[src/rtl/display_scanner.sv]
// display_scanner
//   Picks one of N_SRC packed sources (manual select or timed auto-rotation),
//   captures it once per scan frame so a frame never mixes two values, and
//   time-multiplexes it as hex onto N_DIGITS active-low 7-segment digits.
// Ports
//   i_clk      system clock, rising edge
//   i_rst_n    asynchronous active-low reset
//   i_src_bus  N_SRC sources, source k at [k*W +: W], W = 4*N_DIGITS
//   i_sel      manual source select
//   i_auto     1 = rotate sources every ROTATE_FRAMES frames
//   i_hold     1 = freeze snapshot and rotation (scanning continues)
//   i_lzb      1 = blank leading zero digits
//   o_seg      {dp,g,f,e,d,c,b,a}, active-low
//   o_an       digit enables, active-low one-hot
//   o_cur_src  source currently displayed
module display_scanner #(
    parameter int N_SRC         = 6,
    parameter int N_DIGITS      = 8,
    parameter int SCAN_DIV      = 4,
    parameter int ROTATE_FRAMES = 64
) (
    input  logic                            i_clk,
    input  logic                            i_rst_n,
    input  logic [N_SRC*4*N_DIGITS-1:0]     i_src_bus,
    input  logic [$clog2(N_SRC)-1:0]        i_sel,
    input  logic                            i_auto,
    input  logic                            i_hold,
    input  logic                            i_lzb,
    output logic [7:0]                      o_seg,
    output logic [N_DIGITS-1:0]             o_an,
    output logic [$clog2(N_SRC)-1:0]        o_cur_src
);

    localparam int W     = 4 * N_DIGITS;
    localparam int SEL_W = $clog2(N_SRC);
    localparam int DIG_W = (N_DIGITS > 1) ? $clog2(N_DIGITS) : 1;
    localparam int SCN_W = (SCAN_DIV > 1) ? $clog2(SCAN_DIV) : 1;
    localparam int FRM_W = (ROTATE_FRAMES > 1) ? $clog2(ROTATE_FRAMES) : 1;
    localparam logic [SEL_W:0] LP_NSRC = (SEL_W + 1)'(N_SRC);

    logic [SCN_W-1:0]    r_scan_cnt;
    logic [DIG_W-1:0]    r_dig;
    logic [FRM_W-1:0]    r_frame_cnt;
    logic [SEL_W-1:0]    r_cur_src;
    logic [W-1:0]        r_snap;
    logic                r_blank_all;
    logic [7:0]          r_seg;
    logic [N_DIGITS-1:0] r_an;

    logic                w_tick;
    logic                w_last_dig;
    logic                w_frame_end;
    logic [SEL_W-1:0]    w_nxt_src;
    logic [FRM_W-1:0]    w_nxt_frame;
    logic                w_nxt_blank;
    logic [W-1:0]        w_nxt_snap;
    logic [3:0]          w_nib;
    logic                w_upper_zero;
    logic [7:0]          w_seg;
    logic [N_DIGITS-1:0] w_an;

    assign w_tick      = (r_scan_cnt == SCN_W'(SCAN_DIV - 1));
    assign w_last_dig  = (r_dig == DIG_W'(N_DIGITS - 1));
    assign w_frame_end = w_tick && w_last_dig;

    // Source selection result that would take effect at this frame boundary.
    always_comb begin
        w_nxt_src   = r_cur_src;
        w_nxt_frame = r_frame_cnt;
        w_nxt_blank = r_blank_all;
        if (!i_auto) begin
            w_nxt_frame = '0;
            if ({1'b0, i_sel} >= LP_NSRC) begin
                w_nxt_blank = 1'b1;
            end else begin
                w_nxt_src   = i_sel;
                w_nxt_blank = 1'b0;
            end
        end else begin
            w_nxt_blank = 1'b0;
            if (r_frame_cnt == FRM_W'(ROTATE_FRAMES - 1)) begin
                w_nxt_frame = '0;
                w_nxt_src   = (r_cur_src == SEL_W'(N_SRC - 1)) ? '0 : r_cur_src + 1'b1;
            end else begin
                w_nxt_frame = r_frame_cnt + 1'b1;
            end
        end
    end

    // Snapshot reads the source chosen on this same edge, not the old one.
    always_comb begin
        w_nxt_snap = '0;
        for (int k = 0; k < N_SRC; k++) begin
            if (w_nxt_src == SEL_W'(k)) begin
                w_nxt_snap = i_src_bus[k*W +: W];
            end
        end
    end

    always_ff @(posedge i_clk or negedge i_rst_n) begin
        if (!i_rst_n) begin
            r_scan_cnt  <= '0;
            r_dig       <= '0;
            r_frame_cnt <= '0;
            r_cur_src   <= '0;
            r_snap      <= '0;
            r_blank_all <= 1'b0;
        end else begin
            r_scan_cnt <= w_tick ? '0 : r_scan_cnt + 1'b1;
            if (w_tick) begin
                r_dig <= w_last_dig ? '0 : r_dig + 1'b1;
            end
            if (w_frame_end && !i_hold) begin
                r_frame_cnt <= w_nxt_frame;
                r_cur_src   <= w_nxt_src;
                r_blank_all <= w_nxt_blank;
                r_snap      <= w_nxt_snap;
            end
        end
    end

    assign w_nib        = r_snap[{r_dig, 2'b00} +: 4];
    assign w_upper_zero = ((r_snap >> {r_dig, 2'b00}) == '0);

    always_comb begin
        w_an        = '1;
        w_an[r_dig] = 1'b0;
    end

    always_comb begin
        w_seg = 8'hFF;
        case (w_nib)
            4'h0: w_seg = 8'hC0;
            4'h1: w_seg = 8'hF9;
            4'h2: w_seg = 8'hA4;
            4'h3: w_seg = 8'hB0;
            4'h4: w_seg = 8'h99;
            4'h5: w_seg = 8'h92;
            4'h6: w_seg = 8'h82;
            4'h7: w_seg = 8'hF8;
            4'h8: w_seg = 8'h80;
            4'h9: w_seg = 8'h90;
            4'hA: w_seg = 8'h88;
            4'hB: w_seg = 8'h83;
            4'hC: w_seg = 8'hC6;
            4'hD: w_seg = 8'hA1;
            4'hE: w_seg = 8'h86;
            default: w_seg = 8'h8E;
        endcase
        // dp marks a frozen display, on the least significant digit only
        if (r_dig == '0 && i_hold) begin
            w_seg[7] = 1'b0;
        end
        if (i_lzb && r_dig != '0 && w_upper_zero) begin
            w_seg[6:0] = 7'h7F;
        end
        if (r_blank_all) begin
            w_seg = 8'hFF;
        end
    end

    always_ff @(posedge i_clk or negedge i_rst_n) begin
        if (!i_rst_n) begin
            r_seg <= 8'hFF;
            r_an  <= '1;
        end else begin
            r_seg <= w_seg;
            r_an  <= w_an;
        end
    end

    assign o_seg     = r_seg;
    assign o_an      = r_an;
    assign o_cur_src = r_cur_src;

endmodule
[config.mk]
export PLATFORM = sky130hd
export DESIGN_NAME = display_scanner
export DESIGN_NICKNAME = d
export VERILOG_FILES = /design/src/rtl/display_scanner.sv
export SDC_FILE = /design/constraint.sdc
export NUM_CORES = 1
export LEC_CHECK = 0
export ABC_AREA = 1
export CORE_MARGIN = 3
export CORE_UTILIZATION = 47
export CTS_CLUSTER_DIAMETER = 80
export DETAILED_ROUTE_END_ITERATION = 7
export PLACE_DENSITY = 0.92
export SLEW_MARGIN = 20
export SYNTH_ARGS = -nofsm -noshare
export SYNTH_HDL_FRONTEND = slang
export SYNTH_SLANG_ARGS = --single-unit
export TNS_END_PERCENT = 20
[constraint.sdc]
create_clock -name i_clk -period 7.1 [get_ports i_clk]
set_clock_uncertainty 0.15 [all_clocks]
set_input_delay 1.42 -clock i_clk [delete_from_list [all_inputs] [get_ports i_clk]]
set_output_delay 1.42 -clock i_clk [all_outputs]
set_load 0.05 [all_outputs]
* After elaboration in Yosys (flattened, before gate mapping) *
Memories as Yosys holds them, arrays and structs flattened.
Cells that the tools add are included.

storage, ports and cells
  register bits after elaboration = 63
  latch bits = 0
  bits in writable memories = 0
  memory bits (read-only) = 112
  input port bits = 200
  output and inout bits = 19
  word-level logic and storage cells = 60
  memories kept = 1

operators by class
  $add $sub $neg = 4
  $mul = 0
  div/mod/pow operators = 0
  $lt $le $gt $ge = 3
  eq/ne operators = 9
  shift operators = 2
  mux-type cells = 21
  bitwise gates (word level) = 1
  reduce and logical (&&, ||, !) cells = 11

memory list
  name              words  width  read ports  clocked after memory_dff  write ports  RTL line  RTL
  (name not given)  16     7      1           0                         0            132       case (w_nib)

operator list
  operator                                                                             number
  32-bit two-way mux                                                                   6
  32-bit zero test                                                                     1
  32-bit by 6-bit variable part select with 4-bit output                               1
  32-bit by 5-bit right shift with 32-bit output                                       1
  3-bit two-way mux                                                                    5
  3-bit == test, second input constant                                                 4
  6-bit two-way mux                                                                    2
  8-bit two-way mux                                                                    1
  8-bit NOT                                                                            1
  7-bit two-way mux                                                                    1
  3-bit by 1-bit adder with 3-bit output, second input constant                        2
  6-bit by 1-bit adder with 6-bit output, second input constant                        1
  3-bit by 2-bit == test with 1-bit output, second input constant                      2
  6-bit == test, second input constant                                                 1
  1-bit logical AND                                                                    6
  3-bit zero test                                                                      2
  3-bit by 4-bit < comparator with 1-bit output, second input constant                 1
  1-bit two-way mux                                                                    4
  1-bit demux with 3-bit select                                                        1
  3-bit by 1-bit == test with 1-bit output, second input constant                      1
  3-bit by 1-bit greater-or-equal comparator with 1-bit output, second input constant  1
  3-bit greater-or-equal comparator, second input constant                             1
  3-bit nonzero test                                                                   1
  2-bit by 1-bit adder with 2-bit output, second input constant                        1
  3 further kinds                                                                      3

* Longest topological paths before layout *
Gate-level depths: netlist of the first run.

  depth in word-level cells = 11
  depth in mapped cells = 17
  gate-level depth less buffers = 16

* Worst setup path before layout of the first run *
Ideal clock, no wire load.

  path kind = input to register
  from = input i_auto
  to = register r_snap[0]
  setup time = 0.071 ns
  arrival time = 2.575 ns
  required time = 6.879 ns
  setup slack = 4.304 ns
  cell stages on the path = 10
  path buffers = 2
  cells stage by stage = clkbuf_2 inv_1 a21oi_1 nand2_1 nand2_2 clkbuf_1 nand4_1 nand4_1 nor2_1 nor2_1

between the ends
  cells in the longest elaborated chain, start to end = 8

RTL lines
  what                             RTL line  RTL
  from (decl)                      26        input logic i_auto,
  3-bit two-way mux *              71        if (!i_auto) begin
  3-bit zero test                  94        if (w_nxt_src == SEL_W'(k)) begin
  32-bit two-way mux (5 in a row)  94
  32-bit two-way mux *             94
  to (signal assigned)             117       r_snap <= w_nxt_snap;
  to (decl)                        45        logic [W-1:0] r_snap;

Every way passes the cells marked *; elsewhere a longest branch is shown, timed or not.
A chain may end at the register's enable or synchronous reset.

* Worst setup path after layout of the first run *
  from = input i_sel[2]
  to = register r_snap[28]

between the ends
  cells in the longest elaborated chain, start to end = 10

RTL lines
  what                               RTL line  RTL
  from (decl)                        25        input logic [$clog2(N_SRC)-1:0] i_sel,
  3-bit greater-or-equal comparator  73        if ({1'b0, i_sel} >= LP_NSRC) begin
  3-bit two-way mux *                73
  3-bit two-way mux *                71
  3-bit zero test                    94
  32-bit two-way mux (5 in a row)    94
  32-bit two-way mux *               94

Marked as above.

==> impl_metrics.tcl, run 1 <==
set metrics [dict create \
    cts-root-buf "sky130_fd_sc_hd__clkbuf_8" \
    row_count 37 \
    yosysTopAreaCellShare 0.228 \
    grt_overflow 0 \
    place.detailed.hpwl_um 14100 \
    worst_setup_hold_path_clk_slew_ps 70 \
    largest_net_degree_at_the_start_of_global_routing 89 \
    finalSetupViolations 0 \
    track_usage 0.292 \
    totalNegativeSetupSlack_ps 0 \
    drtIter0Drc 597 \
    synth_cell_types 36 \
    power_per_cell_area_nw_per_um2 159 \
    fillerInstances 866 \
    postSynth.topFlopCell "sky130_fd_sc_hd__dfrtp_1" \
    yosys.area_share.adder 0.0266 \
    main_combinational_cell_family_by_area_after_synthesis "simple AND/OR/NAND/NOR gates" \
    floorplan.die.width_um 111 \
    final_antenna_net_count 0 \
    synth_xor_area_frac 0 \
    mappedNetlistNets 1036 \
    number_of_register_bits_inferred_by_synthesis 63 \
    antenna_found_initial 0 \
    yosys_warnings 0 \
    post_cts_hold_buffer_count 0 \
    critical_path.endpoint_type "flop" \
    power_mw 1.19 \
    maximum_resistive_drop_on_vdd_v 0.000110 \
    io_buffers 218 \
    synthDominantAreaCellType "sky130_fd_sc_hd__dfrtp_1" \
    pre_cts_setup_slack_ps 2830 \
    gpl.final_weighted_congestion 0.960 \
    htree_levels 3 \
    synth.top_cells.by_area "sky130_fd_sc_hd__dfrtp_1, sky130_fd_sc_hd__nand3_1, sky130_fd_sc_hd__nand2_1, sky130_fd_sc_hd__nor2_1, sky130_fd_sc_hd__dfstp_2" \
    run_status "completed" \
    drt_first_pass_iters 6 \
    cts.sinks 63 \
    die_area_sq_um 12300 \
    diodes 0 \
    final-max-slew-violation-count 0 \
    grt_pass1_vias 5859 \
    synth_area_per_cell_sq_um 6.26 \
    grt_first_pass_wirelength_um 29300 \
    synth.top_cells.by_count "sky130_fd_sc_hd__nand2_1, sky130_fd_sc_hd__nand3_1, sky130_fd_sc_hd__nor2_1, sky130_fd_sc_hd__inv_1, sky130_fd_sc_hd__nand4_1" \
    syn_area_sq_um 5160 \
    layout.nets 1221 \
    worst-endpoint-arrival_ps 4110 \
    min_period_over_period 0.560 \
    dr_total_vias 6350 \
    worstHoldPathType "flop to flop" \
    worst-slew-pin-transition_ps 925 \
    cts-resized-gates 0 \
    synthToLayoutAreaGrowth_pct 45.1 \
    maxCapViolations 0 \
    ys_async_sr_fraction 1.00 \
    post-route-drc-count 0 \
    setup.worst_path.start_class "primary input" \
    type_of_the_worst_setup_path "primary input to flop" \
    drive_gt1_frac 0.0650 \
    chipHeight_um 111 \
    cellLeakagePower_nw 3.25 \
    setup_slack_ps 3120 \
    clkLatencyLatePin_ps 340 \
    top_level_ports 219 \
    ys_seq_area_frac 0.309 \
    synth_enable_flop_cells 0 \
    synth_compound_area_frac 0.0594 \
    postSynthCellCount 825 \
    via_per_inst 5.52 \
    layoutNonFillerInstCount 1151 \
    clk_path_buf_depth 2 \
    core-area_sq_um 10500 \
    synthMostInstantiatedCell "sky130_fd_sc_hd__nand2_1" \
    grt_setup_unrepaired "no" \
    numCtsBuffers 9 \
    critical_path_required_ps 7230 \
    routedWlPerCell_um 16.2 \
    cts_tree "done" \
    finalWirelength_um 18600 \
    post-cts-setup-buffers 0 \
    max-slew-margin-rel 0.382 \
    fmaxAchievable_mhz 251 \
    hold_viol 0 \
    dp_cells 1135 \
    synthMuxAreaShare 0 \
    synth_simple_gate_area_frac 0.490 \
    initial_utilization 0.491 \
    timing.critical_path.fanout_max 64 \
    period_needed_ps 3980 \
]
-- state kept, by name (all words and copies together) (netlist names) --
| signal | count |
|---|---|
| o_an | 8 |
| o_cur_src | 3 |
| o_seg | 8 |
| r_blank_all | 1 |
| r_dig | 3 |
| r_frame_cnt | 6 |
| r_scan_cnt | 2 |
| r_snap | 32 |
-- area by class of cell --
cell class / instances / area (sq um) / share of cell area
clock buffer: 12 / 145 / 0.0194
clock inverter: 4 / 45.0 / 0.00601
inverter: 89 / 334 / 0.0446
multi-input combinational: 623 / 2980 / 0.398
sequential: 63 / 1600 / 0.213
tap: 136 / 170 / 0.0227
timing repair buffer: 224 / 2220 / 0.297
-- cells by family after synthesis --
family                   Yosys count
buffers and inverters            139
AND/OR/NAND/NOR                  555
adder cells (fa/ha/maj)           11
flip-flops                        63
AO/OA/AOI/OAI                     57
-- metal layers --
| layer | track usage | share of wire | wire length, um | vias up |
|---|---|---|---|---|
| li1 | - | - | - | 3065 |
| met5 | 0 | 0 | 0 | - |
| met1 | 0.391 | 0.41 | 7640 | 2903 |
| met4 | 0.103 | 0.031 | 580 | 0 |
| met2 | 0.474 | 0.48 | 8920 | 334 |
| met3 | 0.0519 | 0.079 | 1470 | 48 |
-- power by group --
group / switching, mW / leakage [nW] / internal [mW]
Clock: 0.146 / 0.100 / 0.170
Combinational: 0.246 / 2.41 / 0.199
Sequential: 0.0304 / 0.733 / 0.402
Total: 0.422 / 3.25 / 0.771
-- layout by cell type, fill, tap and decap left out --
cell type / count
sky130_fd_sc_hd__nand3_2: 1
sky130_fd_sc_hd__inv_2: 3
sky130_fd_sc_hd__nor3_1: 9
sky130_fd_sc_hd__a21oi_1: 16
sky130_fd_sc_hd__o31ai_1: 2
sky130_fd_sc_hd__nor2_4: 3
sky130_fd_sc_hd__o21bai_1: 1
sky130_fd_sc_hd__bufinv_16: 1
sky130_fd_sc_hd__buf_4: 6
sky130_fd_sc_hd__clkbuf_8: 10
sky130_fd_sc_hd__or2_0: 1
sky130_fd_sc_hd__clkinv_1: 1
sky130_fd_sc_hd__nand3_1: 144
sky130_fd_sc_hd__buf_2: 1
sky130_fd_sc_hd__dfrtp_1: 47
sky130_fd_sc_hd__nor2_1: 122
sky130_fd_sc_hd__o21ai_2: 1
sky130_fd_sc_hd__nand3b_1: 1
sky130_fd_sc_hd__nor2_2: 2
sky130_fd_sc_hd__nor3b_1: 1
sky130_fd_sc_hd__nor3_4: 1
sky130_fd_sc_hd__o21ai_0: 30
sky130_fd_sc_hd__dfstp_2: 16
sky130_fd_sc_hd__ha_1: 11
sky130_fd_sc_hd__or2_1: 6
sky130_fd_sc_hd__o211ai_1: 1
sky130_fd_sc_hd__clkinv_2: 3
sky130_fd_sc_hd__clkdlybuf4s50_1: 217
sky130_fd_sc_hd__o21ai_1: 5
sky130_fd_sc_hd__clkbuf_1: 2
sky130_fd_sc_hd__inv_1: 85
sky130_fd_sc_hd__or2_2: 13
sky130_fd_sc_hd__o31ai_2: 1
sky130_fd_sc_hd__nand2_4: 1
sky130_fd_sc_hd__nand4_1: 57
sky130_fd_sc_hd__nand2_1: 190
sky130_fd_sc_hd__nand2_2: 3
-- critical path: stages --
cell	delay (ps)
sky130_fd_sc_hd__clkdlybuf4s50_1	520
sky130_fd_sc_hd__nand2_1	90
sky130_fd_sc_hd__o21ai_1	160
sky130_fd_sc_hd__or2_2	140
sky130_fd_sc_hd__nand2_2	390
sky130_fd_sc_hd__nor2_4	220
sky130_fd_sc_hd__buf_4	550
sky130_fd_sc_hd__nand3_1	300
sky130_fd_sc_hd__nand2_1	150
sky130_fd_sc_hd__nor2_1	50
sky130_fd_sc_hd__nor2_1	80
-- metrics by stage --
step                      utilization  cell area [sq um]  hold slack, ps
after global placement          0.695               7300             266
after floorplan                     -               5160             253
after global routing            0.713               7490             299
after detailed placement        0.695               7300             270
final                           0.713               7490             296
after CTS                       0.713               7490             285
-- path summary, 6_finish.rpt --
| path | end | from | depth (start not counted) | slack (ps) |
|---|---|---|---|---|
| min in group asynchronous | r_frame_cnt[1] | i_rst_n | 2 | 1090 |
| worst min register to register | r_scan_cnt[0] | r_scan_cnt[0] | 1 | 300 |
| worst min-delay path | r_scan_cnt[0] | r_scan_cnt[0] | 1 | 300 |
| worst max-delay path | r_snap[28] | i_sel[2] | 11 | 3120 |
| worst max register to register | r_frame_cnt[5] | r_dig[0] | 10 | 3530 |
| max in group asynchronous | r_snap[27] | i_rst_n | 2 | 5180 |
(Power assumes the default switching activity.)
==> run 2: changes to the inputs <==
--- a/config.mk
+++ b/config.mk
@@ -7,10 +7,10 @@
 export LEC_CHECK = 0
 export ABC_AREA = 1
 export CORE_MARGIN = 3
-export CORE_UTILIZATION = 47
+export CORE_UTILIZATION = 40
 export CTS_CLUSTER_DIAMETER = 80
 export DETAILED_ROUTE_END_ITERATION = 7
-export PLACE_DENSITY = 0.92
+export PLACE_DENSITY = 0.84
 export SLEW_MARGIN = 20
 export SYNTH_ARGS = -nofsm -noshare
 export SYNTH_HDL_FRONTEND = slang
==> constraint.sdc (replaced) <==
create_clock -name i_clk -period 3.6 [get_ports i_clk]
set_clock_uncertainty 0.15 [all_clocks]
set_input_delay 0.72 -clock i_clk [delete_from_list [all_inputs] [get_ports i_clk]]
set_output_delay 0.72 -clock i_clk [all_outputs]
set_load 0.05 [all_outputs]
==> impl_metrics.tcl, run 2 (synthesis results as in run 1) <==
set metrics [dict create \
    run_status "completed" \
    grt_setup_unrepaired "no" \
    post_cts_hold_buffer_count 0 \
    track_usage 0.259 \
    slack_of_the_worst_reg_to_reg_path_ps 700 \
    max-slew-margin-rel 0.618 \
    final-max-slew-violation-count 0 \
    layoutNonFillerInstCount 1191 \
    timing.critical_path.fanout_max 11 \
    critical_path_required_ps 3710 \
    number_of_cells_on_the_worst_reg_to_reg_path 14 \
    cts-resized-gates 0 \
    worst_path_largest_cell_delay_ps 480 \
    grt_pass1_vias 5867 \
    worst-slew-pin-transition_ps 574 \
    type_of_the_worst_setup_path "flop to flop" \
    row_count 40 \
    clkLatencyLatePin_ps 330 \
    core-area_sq_um 12300 \
    cts_tree "done" \
    die_area_sq_um 14300 \
    final_antenna_net_count 0 \
    htree_levels 3 \
    placement.cell_area_sq_um 7420 \
    drtIter0Drc 649 \
    grt_first_pass_wirelength_um 29900 \
    drive_gt1_frac 0.0743 \
    maxCapViolations 0 \
    fmaxAchievable_mhz 345 \
    numCtsBuffers 9 \
    setup.worst_path.start_class "flop" \
    largest_register_ff_count 32 \
    io_buffers 218 \
    cellLeakagePower_nw 3.34 \
    gpl.final_weighted_congestion 0.953 \
    top_level_ports 219 \
    antenna_found_initial 0 \
    cp.buffers_inverters 2 \
    layout_common_cells "sky130_fd_sc_hd__clkdlybuf4s50_1, sky130_fd_sc_hd__nand2_1, sky130_fd_sc_hd__nand3_1, sky130_fd_sc_hd__nor2_1, sky130_fd_sc_hd__inv_1" \
    cts-root-buf "sky130_fd_sc_hd__clkbuf_16" \
    max_flop_register "r_snap" \
    post-route-drc-count 0 \
    hold_viol 0 \
    initial_utilization 0.420 \
    post-cts-setup-buffers 0 \
    min_period_over_period 0.805 \
    critical_path.endpoint_type "flop" \
    reg2reg_from "r_dig[1]" \
    worst_r2r_endpoint "o_seg[1]" \
    dr_total_vias 6246 \
    place.detailed.hpwl_um 14600 \
    cp_cell_sequence "inv_1 > nor2_1 > nand2_1 > nand2_1 > inv_1 > o21ai_0 > nor2_1 > ha_1 > nand4_1 > nor3_1 > nand3_1 > nor2_1 > nand3_1 > nand3_1" \
    crit_slowest_cell "sky130_fd_sc_hd__dfrtp_1" \
    period_needed_ps 2900 \
    chipHeight_um 120 \
    final_area_sq_um 7720 \
    layout.nets 1229 \
    crit_family "simple AND/OR/NAND/NOR gates" \
    worst_setup_hold_path_clk_slew_ps 50 \
    power_per_cell_area_nw_per_um2 337 \
    drt_first_pass_iters 7 \
    finalWirelength_um 18700 \
    grt_overflow 0 \
    clk_path_buf_depth 2 \
    fin_hold_ws_ps 241 \
    diodes 0 \
    floorplan.die.width_um 120 \
    totalNegativeSetupSlack_ps 0 \
    worst-endpoint-arrival_ps 3000 \
    dp_cells 1175 \
    finalSetupViolations 0 \
    maximum_resistive_drop_on_vdd_v 0.000223 \
    cp-startpoint "r_dig[1]" \
    routedWlPerCell_um 15.7 \
    cts.sinks 63 \
    worstHoldPathType "primary input to async pin" \
    most_common_cell_after_layout_fill_and_taps_aside "sky130_fd_sc_hd__clkdlybuf4s50_1" \
    largest_net_degree_at_the_start_of_global_routing 57 \
    synthToLayoutAreaGrowth_pct 49.4 \
    via_per_inst 5.24 \
]
==> run 2: changes by cell type in the layout (fill, tap and decap cells not counted) <==
| cell | previous run | this run |
|---|---|---|
| sky130_fd_sc_hd__clkbuf_16 | 0 | 9 |
| sky130_fd_sc_hd__clkbuf_1 | 2 | 0 |
| sky130_fd_sc_hd__buf_2 | 1 | 0 |
| sky130_fd_sc_hd__buf_12 | 0 | 1 |
| sky130_fd_sc_hd__clkinvlp_4 | 0 | 2 |
| sky130_fd_sc_hd__clkbuf_8 | 10 | 1 |
| sky130_fd_sc_hd__buf_4 | 6 | 14 |
==> run 2: layout make-up <==
cell class              count  area [sq um]
clock buffers              10           239
clock inverters             6          60.1
fillers                  1148          4590
inverters                  89           334
multi-input cells         623          2980
flip-flops and latches     63          1600
well taps                 168           210
repair buffers            232          2300
==> run 2: per-stage QoR <==
step           worst slack, ps  utilization  power (mW)
2_1_floorplan             1340            -        1.35
3_3_place_gp               448        0.602        1.73
3_5_place_dp               423        0.602        1.75
4_1_cts                    740        0.627        2.60
5_1_grt                    441        0.627        2.75
6_report                   702        0.627        2.60
==> run 2: worst max path at each step <==
stage / slack, ps / cells past startpoint / endpoint
after floorplan: 1340 / 15 / o_seg[1]
after global placement: 450 / 10 / r_snap[22]
after detailed placement: 420 / 10 / r_snap[27]
after CTS: 740 / 14 / o_seg[1]
after global routing: 440 / 14 / o_seg[1]
final: 700 / 14 / o_seg[1]
==> run 2: per-layer routing <==
layer | global-route usage | up-vias | part of all wire
met2 | 0.432 | 298 | 0.49
met4 | 0.0845 | 0 | 0.026
met3 | 0.0443 | 34 | 0.077
met5 | 0 | - | 0
li1 | - | 3075 | -
met1 | 0.342 | 2839 | 0.41
==> run 2: power breakdown <==
part / switching (mW) / internal, mW / total [mW] / leakage, nW
Clock: 0.305 / 0.550 / 0.854 / 0.144
Combinational: 0.494 / 0.402 / 0.896 / 2.46
Sequential: 0.0558 / 0.794 / 0.849 / 0.733
Total: 0.855 / 1.75 / 2.60 / 3.34
==> run 3: changes to the inputs <==
--- a/config.mk
+++ b/config.mk
@@ -7,10 +7,10 @@
 export LEC_CHECK = 0
 export ABC_AREA = 1
 export CORE_MARGIN = 3
-export CORE_UTILIZATION = 40
+export CORE_UTILIZATION = 44
 export CTS_CLUSTER_DIAMETER = 80
 export DETAILED_ROUTE_END_ITERATION = 7
-export PLACE_DENSITY = 0.84
+export PLACE_DENSITY = 0.88
 export SLEW_MARGIN = 20
 export SYNTH_ARGS = -nofsm -noshare
 export SYNTH_HDL_FRONTEND = slang
==> constraint.sdc (replaced) <==
create_clock -name i_clk -period 2.82 [get_ports i_clk]
set_clock_uncertainty 0.15 [all_clocks]
set_input_delay 0.564 -clock i_clk [delete_from_list [all_inputs] [get_ports i_clk]]
set_output_delay 0.564 -clock i_clk [all_outputs]
set_load 0.05 [all_outputs]
==> impl_metrics.tcl, run 3 (synthesis results as in run 1) <==
set metrics [dict create \
    cts.sinks 63 \
    row_count 38 \
    numCtsBuffers 9 \
    dr_total_vias 6368 \
    critical_path.endpoint_type "flop" \
    critPathMostFrequentCell "sky130_fd_sc_hd__nor2_1" \
    setup.worst_path.start_class "primary input" \
    timing.critical_path.fanout_max 33 \
    floorplan.die.width_um 114 \
    fmaxAchievable_mhz 377 \
    cts-root-buf "sky130_fd_sc_hd__clkbuf_16" \
    placement.cell_area_sq_um 7540 \
    core-area_sq_um 11200 \
    crit_family "simple AND/OR/NAND/NOR gates" \
    worst-slew-pin-transition_ps 809 \
    run_status "completed" \
    hold_viol 0 \
    finish.utilization 0.703 \
    max_flop_register "r_snap" \
    htree_levels 3 \
    final_area_sq_um 7860 \
    post-cts-setup-buffers 0 \
    drt_first_pass_iters 5 \
    grt_pass1_vias 5971 \
    gpl.final_weighted_congestion 0.931 \
    die_area_sq_um 13100 \
    grt_setup_unrepaired "no" \
    worst-endpoint-arrival_ps 2780 \
    clkLatencyLatePin_ps 330 \
    chipHeight_um 114 \
    cp_cell_sequence "clkdlybuf4s50_1 > nand2_1 > o21ai_1 > or2_2 > nand2_2 > nor2_4 > buf_12 > nand3_1 > nand4_1 > nor2_1 > nor2_1" \
    maximum_resistive_drop_on_vdd_v 0.000527 \
    max-slew-margin-rel 0.459 \
    final-max-slew-violation-count 0 \
    type_of_the_worst_setup_path "primary input to flop" \
    cellLeakagePower_nw 3.42 \
    initial_utilization 0.462 \
    drive_gt1_frac 0.0906 \
    track_usage 0.277 \
    clk_path_buf_depth 2 \
    finalWirelength_um 18500 \
    critical_path_required_ps 2940 \
    via_per_inst 5.41 \
    worst_setup_hold_path_clk_slew_ps 60 \
    worst_path_largest_cell_delay_ps 640 \
    drtIter0Drc 590 \
    antenna_found_initial 0 \
    top_level_ports 219 \
    most_common_cell_after_layout_fill_and_taps_aside "sky130_fd_sc_hd__clkdlybuf4s50_1" \
    diodes 0 \
    grt_first_pass_wirelength_um 29100 \
    cts_tree "done" \
    worstHoldPathType "primary input to async pin" \
    largest_register_ff_count 32 \
    grt_overflow 0 \
    final_antenna_net_count 0 \
    maxCapViolations 0 \
    post-route-drc-count 0 \
    period_needed_ps 2650 \
    synthToLayoutAreaGrowth_pct 52.1 \
    layout_common_cells "sky130_fd_sc_hd__clkdlybuf4s50_1, sky130_fd_sc_hd__nand2_1, sky130_fd_sc_hd__nand3_1, sky130_fd_sc_hd__nor2_1, sky130_fd_sc_hd__inv_1" \
    layout.nets 1243 \
    place.detailed.hpwl_um 14900 \
    largest_net_degree_at_the_start_of_global_routing 54 \
    crit_slowest_cell "sky130_fd_sc_hd__nor2_4" \
    routedWlPerCell_um 15.7 \
    power_per_cell_area_nw_per_um2 431 \
    cp.buffers_inverters 2 \
    finalSetupViolations 0 \
    min_period_over_period 0.941 \
    io_buffers 218 \
]
==> run 3: changes by cell type in the layout (fill, tap and decap cells not counted), sizes merged <==
cell | before | now
clkinv | 4 | 3
buf | 15 | 29
clkinvlp | 2 | 3
==> run 3: timing repair <==
item | in CTS | in global routing
gates resized for setup | 0 | 7
hold buffers | 0 | 0
endpoints found under the setup margin | 0 | 7
==> run 3: layout make-up <==
type                    count  area [sq um]
repair buffers            246          2450
inverters                  89           334
flip-flops and latches     63          1600
clock inverters             6          70.1
fillers                   927          3320
clock buffers              10           239
well taps                 140           175
multi-input cells         623          2990
==> run 3: worst register-to-register path, cell delays in order (launching register included) <==
cell,delay [ps]
sky130_fd_sc_hd__dfrtp_1,380
sky130_fd_sc_hd__ha_1,240
sky130_fd_sc_hd__nand2_1,120
sky130_fd_sc_hd__nor2_2,60
sky130_fd_sc_hd__nand2_1,90
sky130_fd_sc_hd__nand2_1,60
sky130_fd_sc_hd__nand3_1,90
sky130_fd_sc_hd__nand2_2,80
sky130_fd_sc_hd__nor2_4,650
sky130_fd_sc_hd__buf_12,280
sky130_fd_sc_hd__nand3_1,110
sky130_fd_sc_hd__nand4_1,120
sky130_fd_sc_hd__nor2_1,50
sky130_fd_sc_hd__nor2_1,70
==> run 3: path summary, 6_finish.rpt <==
check / startpoint / end / slack (ps) / cells past startpoint
worst max-delay path: i_sel[2] / r_snap[30] / 170 / 11
worst min-delay path: i_rst_n / r_snap[30] / 70 / 1
worst max register to register: r_frame_cnt[0] / r_snap[30] / 220 / 13
worst min register to register: r_scan_cnt[0] / r_scan_cnt[0] / 280 / 1
max in group asynchronous: i_rst_n / r_snap[3] / 1840 / 2
min in group i_clk: r_scan_cnt[0] / r_scan_cnt[0] / 280 / 1
==> run 3: per-layer routing <==
layer  global-route usage  share of wire  routed length [um]
met2                0.464           0.49                9020
met1                0.357           0.40                7490
met3               0.0470          0.074                1370
met5                    0              0                   0
met4                0.104          0.035                 642
==> run 3: stage by stage <==
stage | power, mW | worst slack [ps] | hold slack, ps | setup TNS, ps | std cells
6_report | 3.38 | 166 | 73.2 | 0 | 1177
5_1_grt | 3.54 | 1.56 | 130 | 0 | 1177
4_1_cts | 3.38 | 224 | 91.5 | 0 | 1177
3_5_place_dp | 2.26 | -142 | 266 | -2170 | 1161
3_3_place_gp | 2.24 | -41.9 | 266 | -518 | 1161
2_1_floorplan | 1.72 | 555 | 118 | 0 | 825
==> run 3: power breakdown <==
group	total (mW)	switching [mW]	internal, mW
logic	1.17	0.630	0.542
clock network	1.13	0.416	0.710
registers	1.08	0.0716	1.01
